**config.mk**
```make
export PLATFORM = sky130hd
export DESIGN_NAME = pc_fetch_unit_flat
export DESIGN_NICKNAME = d
export VERILOG_FILES = /design/src/rtl/pc_fetch_unit_if.sv /design/src/rtl/pc_fetch_unit.sv /design/src/flat_wrapper.sv
export SDC_FILE = /design/constraint.sdc
export NUM_CORES = 1
export LEC_CHECK = 0
export CORE_ASPECT_RATIO = 0.5
export CORE_UTILIZATION = 48
export DETAILED_ROUTE_END_ITERATION = 8
export PLACE_DENSITY = 0.95
export SLEW_MARGIN = 5
export SYNTH_ARGS = -nofsm -noshare
export SYNTH_HDL_FRONTEND = slang
export SYNTH_SLANG_ARGS = --single-unit
```
**constraint.sdc**
```tcl
create_clock -name clk -period 11.9 [get_ports clk]
set_input_delay 3.57 -clock clk [delete_from_list [all_inputs] [get_ports clk]]
set_output_delay 3.57 -clock clk [all_outputs]
set_load 0.005 [all_outputs]
```
**src/rtl/pc_fetch_unit_if.sv**
```systemverilog
// pc_fetch_unit_if: control strobes, memory word and decoded IR fields of the fetch unit
interface pc_fetch_unit_if;
  logic        pcwre;
  logic [1:0]  pcsrc;
  logic [31:0] imm32;
  logic [31:0] jraddr;
  logic        irwre;
  logic [31:0] insin;
  logic [31:0] iaddr;
  logic [31:0] pc4;
  logic [31:0] ir;
  logic [5:0]  op;
  logic [4:0]  rs;
  logic [4:0]  rt;
  logic [4:0]  rd;
  logic [4:0]  sa;
  logic [15:0] imm16;
  logic        halted;
  logic        fault;
  modport slave (
    input  pcwre, pcsrc, imm32, jraddr, irwre, insin,
    output iaddr, pc4, ir, op, rs, rt, rd, sa, imm16, halted, fault
  );
  modport master (
    output pcwre, pcsrc, imm32, jraddr, irwre, insin,
    input  iaddr, pc4, ir, op, rs, rt, rd, sa, imm16, halted, fault
  );
endinterface

```
**src/rtl/pc_fetch_unit.sv**
```systemverilog
// pc_fetch_unit: program counter and instruction register with halt and illegal-PC detection
module pc_fetch_unit #(
  parameter logic [31:0] RESET_PC  = 32'h0000_0000,
  parameter int          MEM_BYTES = 128,
  parameter logic [5:0]  HALT_OP   = 6'b111111
) (
  input logic           clk,
  input logic           rst,
  pc_fetch_unit_if.slave bus
);
  typedef enum logic {RUN, HALT} state_t;
  localparam logic [31:0] PC_MAX = 32'(MEM_BYTES - 4);
  state_t      state, state_nx;
  logic [31:0] pc, pc_nx, ir, ir_nx, pc4, target;
  logic        fault, fault_nx, legal;
  assign pc4    = pc + 32'd4;
  assign target = bus.pcsrc == 2'b00 ? pc4 :
                  bus.pcsrc == 2'b01 ? pc4 + (bus.imm32 << 2) :
                  bus.pcsrc == 2'b10 ? {pc4[31:28], ir[25:0], 2'b00} : bus.jraddr;
  assign legal  = target[1:0] == 2'b00 && target <= PC_MAX;
  always_comb begin
    state_nx = state;
    pc_nx    = pc;
    ir_nx    = ir;
    fault_nx = fault;
    if (state == RUN) begin
      if (bus.pcwre) begin
        pc_nx    = legal ? target : pc;
        fault_nx = fault | ~legal;
        state_nx = legal ? state_nx : HALT;
      end
      // the IR load proceeds even when the PC update faults on the same edge
      if (bus.irwre) begin
        ir_nx    = bus.insin;
        state_nx = bus.insin[31:26] == HALT_OP ? HALT : state_nx;
      end
    end
  end
  always_ff @(posedge clk) begin
    if (!rst) begin
      state <= RUN;
      pc    <= RESET_PC;
      ir    <= '0;
      fault <= 1'b0;
    end else begin
      state <= state_nx;
      pc    <= pc_nx;
      ir    <= ir_nx;
      fault <= fault_nx;
    end
  end
  assign bus.iaddr  = pc;
  assign bus.pc4    = pc4;
  assign bus.ir     = ir;
  assign bus.op     = ir[31:26];
  assign bus.rs     = ir[25:21];
  assign bus.rt     = ir[20:16];
  assign bus.rd     = ir[15:11];
  assign bus.sa     = ir[10:6];
  assign bus.imm16  = ir[15:0];
  assign bus.halted = state == HALT;
  assign bus.fault  = fault;
endmodule

```
**src/flat_wrapper.sv**
```systemverilog
// flat-port wrapper written by rule: the top's interface ports become plain ports
module pc_fetch_unit_flat 
#(
  parameter logic [31:0] RESET_PC  = 32'h0000_0000,
  parameter int          MEM_BYTES = 128,
  parameter logic [5:0]  HALT_OP   = 6'b111111
)
  (clk, rst, bus_pcwre, bus_pcsrc, bus_imm32, bus_jraddr, bus_irwre, bus_insin, bus_iaddr, bus_pc4, bus_ir, bus_op, bus_rs, bus_rt, bus_rd, bus_sa, bus_imm16, bus_halted, bus_fault);
  pc_fetch_unit_if bus_i ();
  input logic clk;
  input logic rst;
  input wire logic [$bits(bus_i.pcwre)-1:0] bus_pcwre;
  input wire logic [$bits(bus_i.pcsrc)-1:0] bus_pcsrc;
  input wire logic [$bits(bus_i.imm32)-1:0] bus_imm32;
  input wire logic [$bits(bus_i.jraddr)-1:0] bus_jraddr;
  input wire logic [$bits(bus_i.irwre)-1:0] bus_irwre;
  input wire logic [$bits(bus_i.insin)-1:0] bus_insin;
  output wire logic [$bits(bus_i.iaddr)-1:0] bus_iaddr;
  output wire logic [$bits(bus_i.pc4)-1:0] bus_pc4;
  output wire logic [$bits(bus_i.ir)-1:0] bus_ir;
  output wire logic [$bits(bus_i.op)-1:0] bus_op;
  output wire logic [$bits(bus_i.rs)-1:0] bus_rs;
  output wire logic [$bits(bus_i.rt)-1:0] bus_rt;
  output wire logic [$bits(bus_i.rd)-1:0] bus_rd;
  output wire logic [$bits(bus_i.sa)-1:0] bus_sa;
  output wire logic [$bits(bus_i.imm16)-1:0] bus_imm16;
  output wire logic [$bits(bus_i.halted)-1:0] bus_halted;
  output wire logic [$bits(bus_i.fault)-1:0] bus_fault;
  assign bus_i.pcwre = bus_pcwre;
  assign bus_i.pcsrc = bus_pcsrc;
  assign bus_i.imm32 = bus_imm32;
  assign bus_i.jraddr = bus_jraddr;
  assign bus_i.irwre = bus_irwre;
  assign bus_i.insin = bus_insin;
  assign bus_iaddr = bus_i.iaddr;
  assign bus_pc4 = bus_i.pc4;
  assign bus_ir = bus_i.ir;
  assign bus_op = bus_i.op;
  assign bus_rs = bus_i.rs;
  assign bus_rt = bus_i.rt;
  assign bus_rd = bus_i.rd;
  assign bus_sa = bus_i.sa;
  assign bus_imm16 = bus_i.imm16;
  assign bus_halted = bus_i.halted;
  assign bus_fault = bus_i.fault;
  pc_fetch_unit #(.RESET_PC(RESET_PC), .MEM_BYTES(MEM_BYTES), .HALT_OP(HALT_OP)) u_core (.clk(clk), .rst(rst), .bus(bus_i));
endmodule
```
==> flow_metrics.tcl, run 1 <==
set metrics [dict create \
    status "completed" \
    synth_edf_count 0 \
    syn2layout_area_growth_pct 40.8 \
    design_area_um2 8310 \
    start_util 0.495 \
    final_common_cell "clkdlybuf4s50_1" \
    min_path_type "reg2reg" \
    r2r_cells 14 \
    max_freq_mhz 130 \
    path_class "in2reg" \
    min_to "u_core.bus.fault$_SDFFE_PN0P_" \
    ant_nets 0 \
    max_stage_delay_ps 820 \
    die_h_um 80.4 \
    cp_num_buf_inv 2 \
    r2r-start "u_core.bus.iaddr[6]$_SDFFE_PN0P_" \
    ctsResizeCount 0 \
    yosys_warnings 0 \
    viasPerCell 6.13 \
    synthAdderAreaFrac 0.0670 \
    yosys.area.top_type "dfxtp_1" \
    worstMarginPinSlew_ps 1190 \
    ys_types 82 \
    clk_latency_ps 340 \
    synth_nets 916 \
    setup-violations-final 0 \
    synthFlopType "dfxtp_1" \
    port_buffers 239 \
    clk_pin_slew_ps 70 \
    synth-simple-area-share 0.283 \
    cts_buffers 9 \
    hp-start "u_core.bus.fault$_SDFFE_PN0P_" \
    synthMuxAreaShare 0.0437 \
    drive_above_1_share 0.0527 \
    via_count 6835 \
    min_period_ps 7670 \
    worstSetupEndpointType "flip-flop" \
    regToRegSetupSlack_ps 5930 \
    nets 1077 \
    overflow 0 \
    synth_compound_area_frac 0.225 \
    num_rows 28 \
    rsz0062_at_grt "false" \
    hpwl_um 17500 \
    fin_skew_ps 13.6 \
    cts-root-buf "clkbuf_16" \
    grt_pass1_wl_um 33900 \
    grt_antenna_before_repair 0 \
    cp_slowest_cell "a21oi_2" \
    cts_htree_levels 3 \
    p_total_w 0.000682 \
    netlist.area_leader.share 0.224 \
    cts_buffer_depth 2 \
    cpLargestDelayFamily "simple AND/OR/NAND/NOR gates" \
    wire_per_inst_um 20.5 \
    cts_hold_buf 0 \
    synthTopCellsByArea "dfxtp_1, nand2_1, a21oi_1" \
    dr.pass1.iters 6 \
    power_density_nw_per_um2 82.0 \
    async_reset_ff_frac 0 \
    layout_common_cells "clkdlybuf4s50_1, nand2_1, a21oi_1, dfxtp_1, nor2_1" \
    fin_setup_tns_ps 0 \
    syn_area_per_cell_um2 7.54 \
    path_cells "clkdlybuf4s50_1 > buf_4 > nand2b_1 > a2bb2oi_1 > or4b_2 > nand3_1 > o21ai_0 > o221ai_1 > or4_4 > nor4b_4 > a21oi_2 > and2_1" \
    hold_depth 2 \
    wirelength_um 22900 \
    yosysSeqAreaShare 0.224 \
    synth_top_family_by_area "simple AND/OR/NAND/NOR gates" \
    gp_congestion 1.00 \
    ir_worst_vdd_uv 72.0 \
    setup.worst_path.start_class "input port" \
    drt_iter0_markers 671 \
    reg2reg_to "u_core.bus.iaddr[19]$_SDFFE_PN0P_" \
    period_share 0.645 \
    required_ps 12170 \
    drv_cap 0 \
    slew_headroom 0.204 \
    core_area_um2 11900 \
    synthXorXnorAreaFrac 0.0594 \
    fp.dieW_um 159 \
    grt_pass1_vias 6171 \
    grt_max_degree 38 \
    netlist_area_um2 5900 \
    top_level_ports 242 \
    cts.sinks 66 \
    postSynthRegisterBits 66 \
    remaining_drc_errors 0 \
    hold_viol 0 \
    post_cts_buffers 0 \
    critPathMaxFanout 35 \
    crit_arrival_ps 7940 \
    slew_violations 0 \
    cts_tree "built" \
    synth_cells 783 \
    hold_ws_ps 461 \
    p_leak_nw 3.14 \
    utilization 0.698 \
    dieArea_um2 12800 \
    grt.total_usage 0.341 \
    placed_cell_area_um2 7980 \
]
## state kept, by name, summed over array words and instances (netlist names)
name / count
u_core.bus.fault: 1
u_core.bus.halted: 1
u_core.bus.iaddr: 32
u_core.bus.ir: 32
## final cells by class
class | instances | area [µm²]
clock buffers | 9 | 225
well taps | 165 | 206
repair buffers | 242 | 2410
inverters | 9 | 33.8
diodes | 1 | 2.50
multi-input cells | 616 | 4000
fillers | 977 | 3600
flip-flops and latches | 66 | 1320
clock inverters | 7 | 103
## report_power, final
group	switching (W)	total, W	internal (W)	leakage (nW)
Clock	0.000111	0.000296	0.000186	0.161
Combinational	0.0000687	0.000149	0.0000801	2.44
Sequential	0.00000915	0.000237	0.000228	0.537
## tightest hold or removal path: stages, from the launching register on
cell and delay [ps]:
dfxtp_1 310, inv_1 50, a21oi_1 50
## Yosys cell counts (4+ instances only)
cell type	number
or2_2	4
xor2_1	20
nor2_1	38
buf_2	16
dfxtp_1	66
nand2_1	130
clkbuf_1	25
nor3b_1	5
and4_1	9
nand3_1	21
o211ai_1	6
a211oi_1	9
o221ai_1	4
nor3_1	16
o31a_1	5
o31ai_1	4
mux4_2	6
nor4_1	10
a21oi_1	85
a21o_1	7
nand4_1	22
xnor2_1	20
a2bb2oi_1	4
inv_1	8
o21a_1	9
ha_1	30
buf_4	44
buf_1	5
nor2b_1	5
nand2b_1	8
and2_1	27
o21ai_0	28
mux2i_1	10
## kinds of logic after synthesis
kind of cell | after synthesis
buf+inv | 101
flops | 66
simple gates | 321
fa+ha+maj | 31
compound gates | 206
mux | 18
xor+xnor | 40
## per-layer routing
metal,vias up,GRT usage,part of all wire,wire length (µm)
met5,-,0,0,0
li1,3132,-,-,-
met4,0,0.109,0.023,536
met3,53,0.0837,0.11,2570
met2,424,0.560,0.46,10500
met1,3226,0.440,0.41,9330
## through the flow
step	setup slack [ps]	cells
after floorplan	5110	783
after global placement	4190	1098
after detailed placement	4120	1098
after CTS	4410	1114
after global routing	4140	1114
final	4230	1115
## worst max path at each step
stage | from | end | slack [ps] | depth (start not counted)
6_report | bus_pcsrc[0] | u_core.bus.iaddr[19]$_SDFFE_PN0P_ | 4230 | 12
5_1_grt | bus_imm32[0] | u_core.bus.iaddr[23]$_SDFFE_PN0P_ | 4140 | 13
4_1_cts | bus_imm32[0] | u_core.bus.iaddr[23]$_SDFFE_PN0P_ | 4410 | 13
3_5_place_dp | bus_imm32[0] | u_core.bus.iaddr[23]$_SDFFE_PN0P_ | 4120 | 13
3_3_place_gp | bus_imm32[0] | u_core.bus.iaddr[31]$_SDFFE_PN0P_ | 4190 | 13
2_1_floorplan | bus_imm32[0] | u_core.bus.iaddr[10]$_SDFFE_PN0P_ | 5110 | 13
(Power assumes the default switching activity.)
==> inputs of run 2 (changes only) <==
CORE_UTILIZATION = 44   (was 48)
PLACE_DENSITY = 0.91   (was 0.95)
clock period = 7.65 ns   (was 11.9 ns; I/O delays follow)
==> run 2 against run 1 <==
  * Design area up 0.41%
  * Largest cell class unchanged
  * Die area up 8.9%
  * The flow now finishes with violations (DRC)
  * Critical path depth down 2
  * Critical endpoint unchanged
==> flow_metrics.tcl, run 2 (synthesized netlist as in run 1, its figures left out) <==
set metrics [dict create \
    status "finished with violations" \
    violations "DRC" \
    finalWorstSetupSlack_ps 1410 \
    crit_arrival_ps 6520 \
    core_area_um2 12900 \
    num_rows 29 \
    cts_buffers 9 \
    cts_buffer_depth 2 \
    cts-root-buf "clkbuf_16" \
    r2r_cells 15 \
    dieArea_um2 13900 \
    wirelength_um 23400 \
    wire_per_inst_um 20.9 \
    dp_slack_ps 1200 \
    period_share 0.816 \
    nets 1081 \
    grt_antenna_before_repair 0 \
    fp.dieW_um 166 \
    remaining_drc_errors 5 \
    regToRegSetupSlack_ps 1740 \
    diodes 0 \
    gp_congestion 0.983 \
    hold_viol 0 \
    seq_area_um2 1320 \
    drv_cap 0 \
    reg2reg_to "u_core.bus.iaddr[19]$_SDFFE_PN0P_" \
    grt_pass1_wl_um 35500 \
    switchingPower_w 0.000299 \
    clk_latency_ps 340 \
    hp-start "u_core.bus.fault$_SDFFE_PN0P_" \
    cts.sinks 66 \
    clkPwrFrac 0.434 \
    min_to "u_core.bus.fault$_SDFFE_PN0P_" \
    path_class "in2reg" \
    min_path_type "reg2reg" \
    worstMarginPinSlew_ps 1270 \
    start_util 0.458 \
    layout_common_cells "clkdlybuf4s50_1, nand2_1, a21oi_1, dfxtp_1, nor2_1" \
    slew_violations 0 \
    worstSetupEndpointType "flip-flop" \
    setup.worst_path.start_class "input port" \
    p_leak_nw 3.16 \
    cts_tree "built" \
    power_density_nw_per_um2 128 \
    combinationalPowerShare 0.220 \
    via_count 6838 \
    fin_setup_tns_ps 0 \
    required_ps 7930 \
    ant_nets 0 \
    critPathMaxFanout 26 \
    rsz0062_at_grt "false" \
    min_period_ps 6240 \
    internal-power_w 0.000769 \
    syn2layout_area_growth_pct 41.4 \
    grt_pass1_vias 6405 \
    drt_iter0_markers 760 \
    ir_worst_vdd_uv 101 \
    seqPwrFrac 0.346 \
    switching_share 0.280 \
    clk_pin_slew_ps 60 \
    drive_above_1_share 0.0567 \
    hpwl_um 18100 \
    port_buffers 239 \
    setup-violations-final 0 \
    overflow 0 \
    grt.total_usage 0.327 \
    cts_hold_buf 0 \
    cts_htree_levels 3 \
    die_h_um 83.9 \
    final_common_cell "clkdlybuf4s50_1" \
    multiInputGateArea_um2 4000 \
    grt_max_degree 38 \
    dr.pass1.iters 8 \
    slew_headroom 0.146 \
    post_cts_buffers 0 \
    r2r-start "u_core.bus.iaddr[7]$_SDFFE_PN0P_" \
    hold_depth 2 \
    fin_skew_ps 9.06 \
    n_fill_cell 1091 \
    ctsResizeCount 0 \
    max_freq_mhz 160 \
    top_level_ports 242 \
    viasPerCell 6.09 \
]
==> run 2: cell types whose count changed in the layout (fill, tap and decap cells not counted) <==
| cell | previous run | this run |
|---|---|---|
| diode_2 | 1 | 0 |
| buf_4 | 3 | 7 |
==> run 2: worst max-delay path, cell delays in order <==
cell	delay (ps)
clkdlybuf4s50_1	840
nand2b_1	520
a2bb2oi_1	430
or4b_2	630
nand3_1	200
nand3_1	100
o2111ai_1	310
nor4b_4	120
a21oi_2	790
and2_1	260
==> run 2: stage by stage <==
step	instances	hold WS (ps)	util	total power, W	cell area, µm²
after detailed placement	1107	453	0.622	0.000605	8020
final	1123	468	0.648	0.00107	8340
after floorplan	783	442	-	0.000489	5900
after CTS	1123	471	0.648	0.00106	8340
after global placement	1107	437	0.622	0.000601	8020
after global routing	1123	486	0.648	0.00110	8340
==> run 2: layout make-up <==
cell class              instances  share of cell area
multi-input cells             616               0.480
repair buffers                246               0.293
flip-flops and latches         66               0.158
clock buffers                   9              0.0270
well taps                     170              0.0255
clock inverters                 7              0.0123
inverters                       9             0.00405
==> run 2: layer usage <==
layer,track usage,share of wire,up-vias
met3,0.0716,0.095,67
met5,0,0,-
li1,-,-,3136
met4,0.105,0.028,0
met2,0.530,0.45,387
met1,0.432,0.42,3248
==> run 2: worst max-delay path by stage <==
stage | cells past startpoint | end | start
after global routing | 13 | u_core.bus.iaddr[14]$_SDFFE_PN0P_ | bus_imm32[0]
final | 10 | u_core.bus.iaddr[19]$_SDFFE_PN0P_ | bus_pcsrc[1]
after global placement | 13 | u_core.bus.iaddr[30]$_SDFFE_PN0P_ | bus_imm32[0]
after floorplan | 13 | u_core.bus.iaddr[10]$_SDFFE_PN0P_ | bus_imm32[0]
after detailed placement | 13 | u_core.bus.iaddr[18]$_SDFFE_PN0P_ | bus_imm32[0]
after CTS | 13 | u_core.bus.iaddr[19]$_SDFFE_PN0P_ | bus_imm32[0]
==> run 2: power groups by stage <==
stage          clock network [W]  registers (W)  logic [W]
6_report                0.000463       0.000370   0.000234
5_1_grt                 0.000482       0.000370   0.000249
4_1_cts                 0.000465       0.000369   0.000231
3_5_place_dp                   0       0.000376   0.000229
3_3_place_gp                   0       0.000376   0.000225
2_1_floorplan                  0       0.000372   0.000117
==> inputs of run 3 (changes only) <==
CORE_UTILIZATION = 40   (was 44)
PLACE_DENSITY = 0.87   (was 0.91)
clock period = 5.46 ns   (was 7.65 ns; I/O delays follow)
==> run 3 against run 2 <==
  * The run now ends clean
  * Sequential power increased by 39%
  * Hold slack lost 8.5 ps
  * Die area grew 9.8%
  * Register-to-register slack lost 1700 ps
  * Largest power group unchanged
  * Highest routed layer unchanged
  * Sequential share of layout area down 1.1 points
  * Non-clock buffer count increased by 72
  * Critical path type is now reg2reg
  * Via count up 3.2%
  * First-iteration DRC count down 4.5%
==> flow_metrics.tcl, run 3 (synthesized netlist as in run 1, its figures left out) <==
set metrics [dict create \
    r2r_cells 17 \
    p_leak_nw 3.52 \
    p_total_w 0.00152 \
    ant_nets 0 \
    wire_per_inst_um 20.1 \
    critPathMaxFanout 13 \
    fin_skew_ps 10.9 \
    n_fill_cell 1180 \
    worstMarginPinSlew_ps 1230 \
    clkPwrFrac 0.425 \
    multiInputGateArea_um2 4030 \
    cts_tree "built" \
    design_area_um2 8950 \
    viasPerCell 5.80 \
    hold_viol 0 \
    via_count 7060 \
    cts_buffers 9 \
    placed_cell_area_um2 8560 \
    cts-root-buf "clkbuf_16" \
    nets 1154 \
    switching_share 0.277 \
    min_to "u_core.bus.fault$_SDFFE_PN0P_" \
    clk_pin_slew_ps 60 \
    min_period_ps 5380 \
    seqPwrFrac 0.340 \
    overflow 0 \
    max_freq_mhz 186 \
    drv_cap 0 \
    hp-start "u_core.bus.fault$_SDFFE_PN0P_" \
    grt_pass1_vias 6513 \
    hold_depth 2 \
    path_class "reg2reg" \
    power_density_nw_per_um2 169 \
    hpwl_um 19300 \
    dp_slack_ps -218 \
    internal-power_w 0.00110 \
    port_buffers 239 \
    setup-violations-final 0 \
    met3_usage 0.0629 \
    min_path_type "reg2reg" \
    top_level_ports 242 \
    dieArea_um2 15300 \
    num_rows 30 \
    clk_latency_ps 340 \
    syn2layout_area_growth_pct 51.7 \
    crit_arrival_ps 5610 \
    status "completed" \
    grt_antenna_before_repair 1 \
    required_ps 5690 \
    cts_hold_buf 0 \
    fp.dieW_um 174 \
    die_h_um 87.9 \
    grt_use_met1 0.413 \
    regToRegSetupSlack_ps 80 \
    core_area_um2 14000 \
    combinationalPowerShare 0.235 \
    start_util 0.423 \
    final_common_cell "clkdlybuf4s50_1" \
    seq_area_um2 1320 \
    grt_max_degree 38 \
    reg2reg_to "u_core.bus.iaddr[8]$_SDFFE_PN0P_" \
    diodes 0 \
    slew_violations 0 \
    drt_iter0_markers 726 \
    cts_buffer_depth 2 \
    layout_common_cells "clkdlybuf4s50_1, nand2_1, a21oi_1, buf_4, dfxtp_1" \
    finalWorstSetupSlack_ps 79.6 \
    dr.pass1.iters 5 \
    r2r-start "u_core.bus.iaddr[3]$_SDFFE_PN0P_" \
    gp_congestion 1.02 \
    ir_worst_vdd_uv 145 \
    cts_htree_levels 3 \
    grt.busiest_layer "met2" \
    remaining_drc_errors 0 \
    cts.sinks 66 \
    grt.total_usage 0.307 \
    drive_above_1_share 0.125 \
    setup.worst_path.start_class "flip-flop" \
    switchingPower_w 0.000421 \
    worstSetupEndpointType "flip-flop" \
    use_met2 0.494 \
    grt_pass1_wl_um 36200 \
    wirelength_um 24500 \
    period_share 0.985 \
    slew_headroom 0.176 \
]
run 3: changes by cell type in the layout (fill, tap and decap cells not counted), sizes merged:
cell and change:
a21oi +1, buf +72
run 3: worst max path at each step:
stage / from / end / slack, ps / depth (start not counted)
after floorplan: bus_imm32[0] / u_core.bus.iaddr[10]$_SDFFE_PN0P_ / 600 / 13
after global placement: bus_imm32[0] / u_core.bus.iaddr[28]$_SDFFE_PN0P_ / -130 / 14
after detailed placement: bus_imm32[0] / u_core.bus.iaddr[26]$_SDFFE_PN0P_ / -220 / 14
after CTS: bus_imm32[0] / u_core.bus.iaddr[14]$_SDFFE_PN0P_ / 100 / 14
after global routing: bus_imm32[0] / u_core.bus.iaddr[7]$_SDFFE_PN0P_ / -0.03 / 15
final: u_core.bus.iaddr[3]$_SDFFE_PN0P_ / u_core.bus.iaddr[8]$_SDFFE_PN0P_ / 80 / 17
run 3: layer usage:
layer,wire [µm],share of wire
met1,10400,0.43
met2,11000,0.45
met3,2530,0.10
met4,561,0.023
met5,0,0
run 3: power groups by stage:
stage	registers (W)	clock network, W	logic [W]
2_1_floorplan	0.000521	0	0.000164
3_3_place_gp	0.000525	0	0.000340
3_5_place_dp	0.000525	0	0.000344
4_1_cts	0.000515	0.000649	0.000347
5_1_grt	0.000517	0.000673	0.000378
6_report	0.000516	0.000644	0.000356
run 3: cell type report:
type	count	area share
clock buffers	9	0.0252
clock inverters	7	0.0115
inverters	9	0.00377
multi-input cells	617	0.450
flip-flops and latches	66	0.148
well taps	192	0.0268
repair buffers	318	0.335
run 3: per-stage QoR:
step / instances / utilization / hold WS, ps / setup TNS [ps]
global route: 1218 / 0.641 / 477 / -0.0271
CTS: 1212 / 0.636 / 457 / 0
floorplan: 783 / - / 442 / 0
global placement: 1196 / 0.613 / 438 / -3540
finish: 1218 / 0.641 / 460 / 0
detailed placement: 1196 / 0.613 / 445 / -6090
run 3: what timing repair did:
| action | 4_1_cts | 5_1_grt |
|---|---|---|
| setup buffers | 0 | 5 |
| setup endpoints to repair | 0 | 30 |
| gates resized for setup | 0 | 3 |
run 3: critical path: stages (launching register included):
cell and delay [ps]:
dfxtp_1 340, ha_1 230, and4_1 420, nand3_1 230, o31a_1 350, or2_2 350, ha_1 400, nand2_1 160
o21ai_1 240, a22oi_1 240, nand4_1 110, a2111oi_0 470, o21ai_0 240, or4_4 610, nor4b_4 320, buf_4 190
a21oi_4 130, and2_1 230
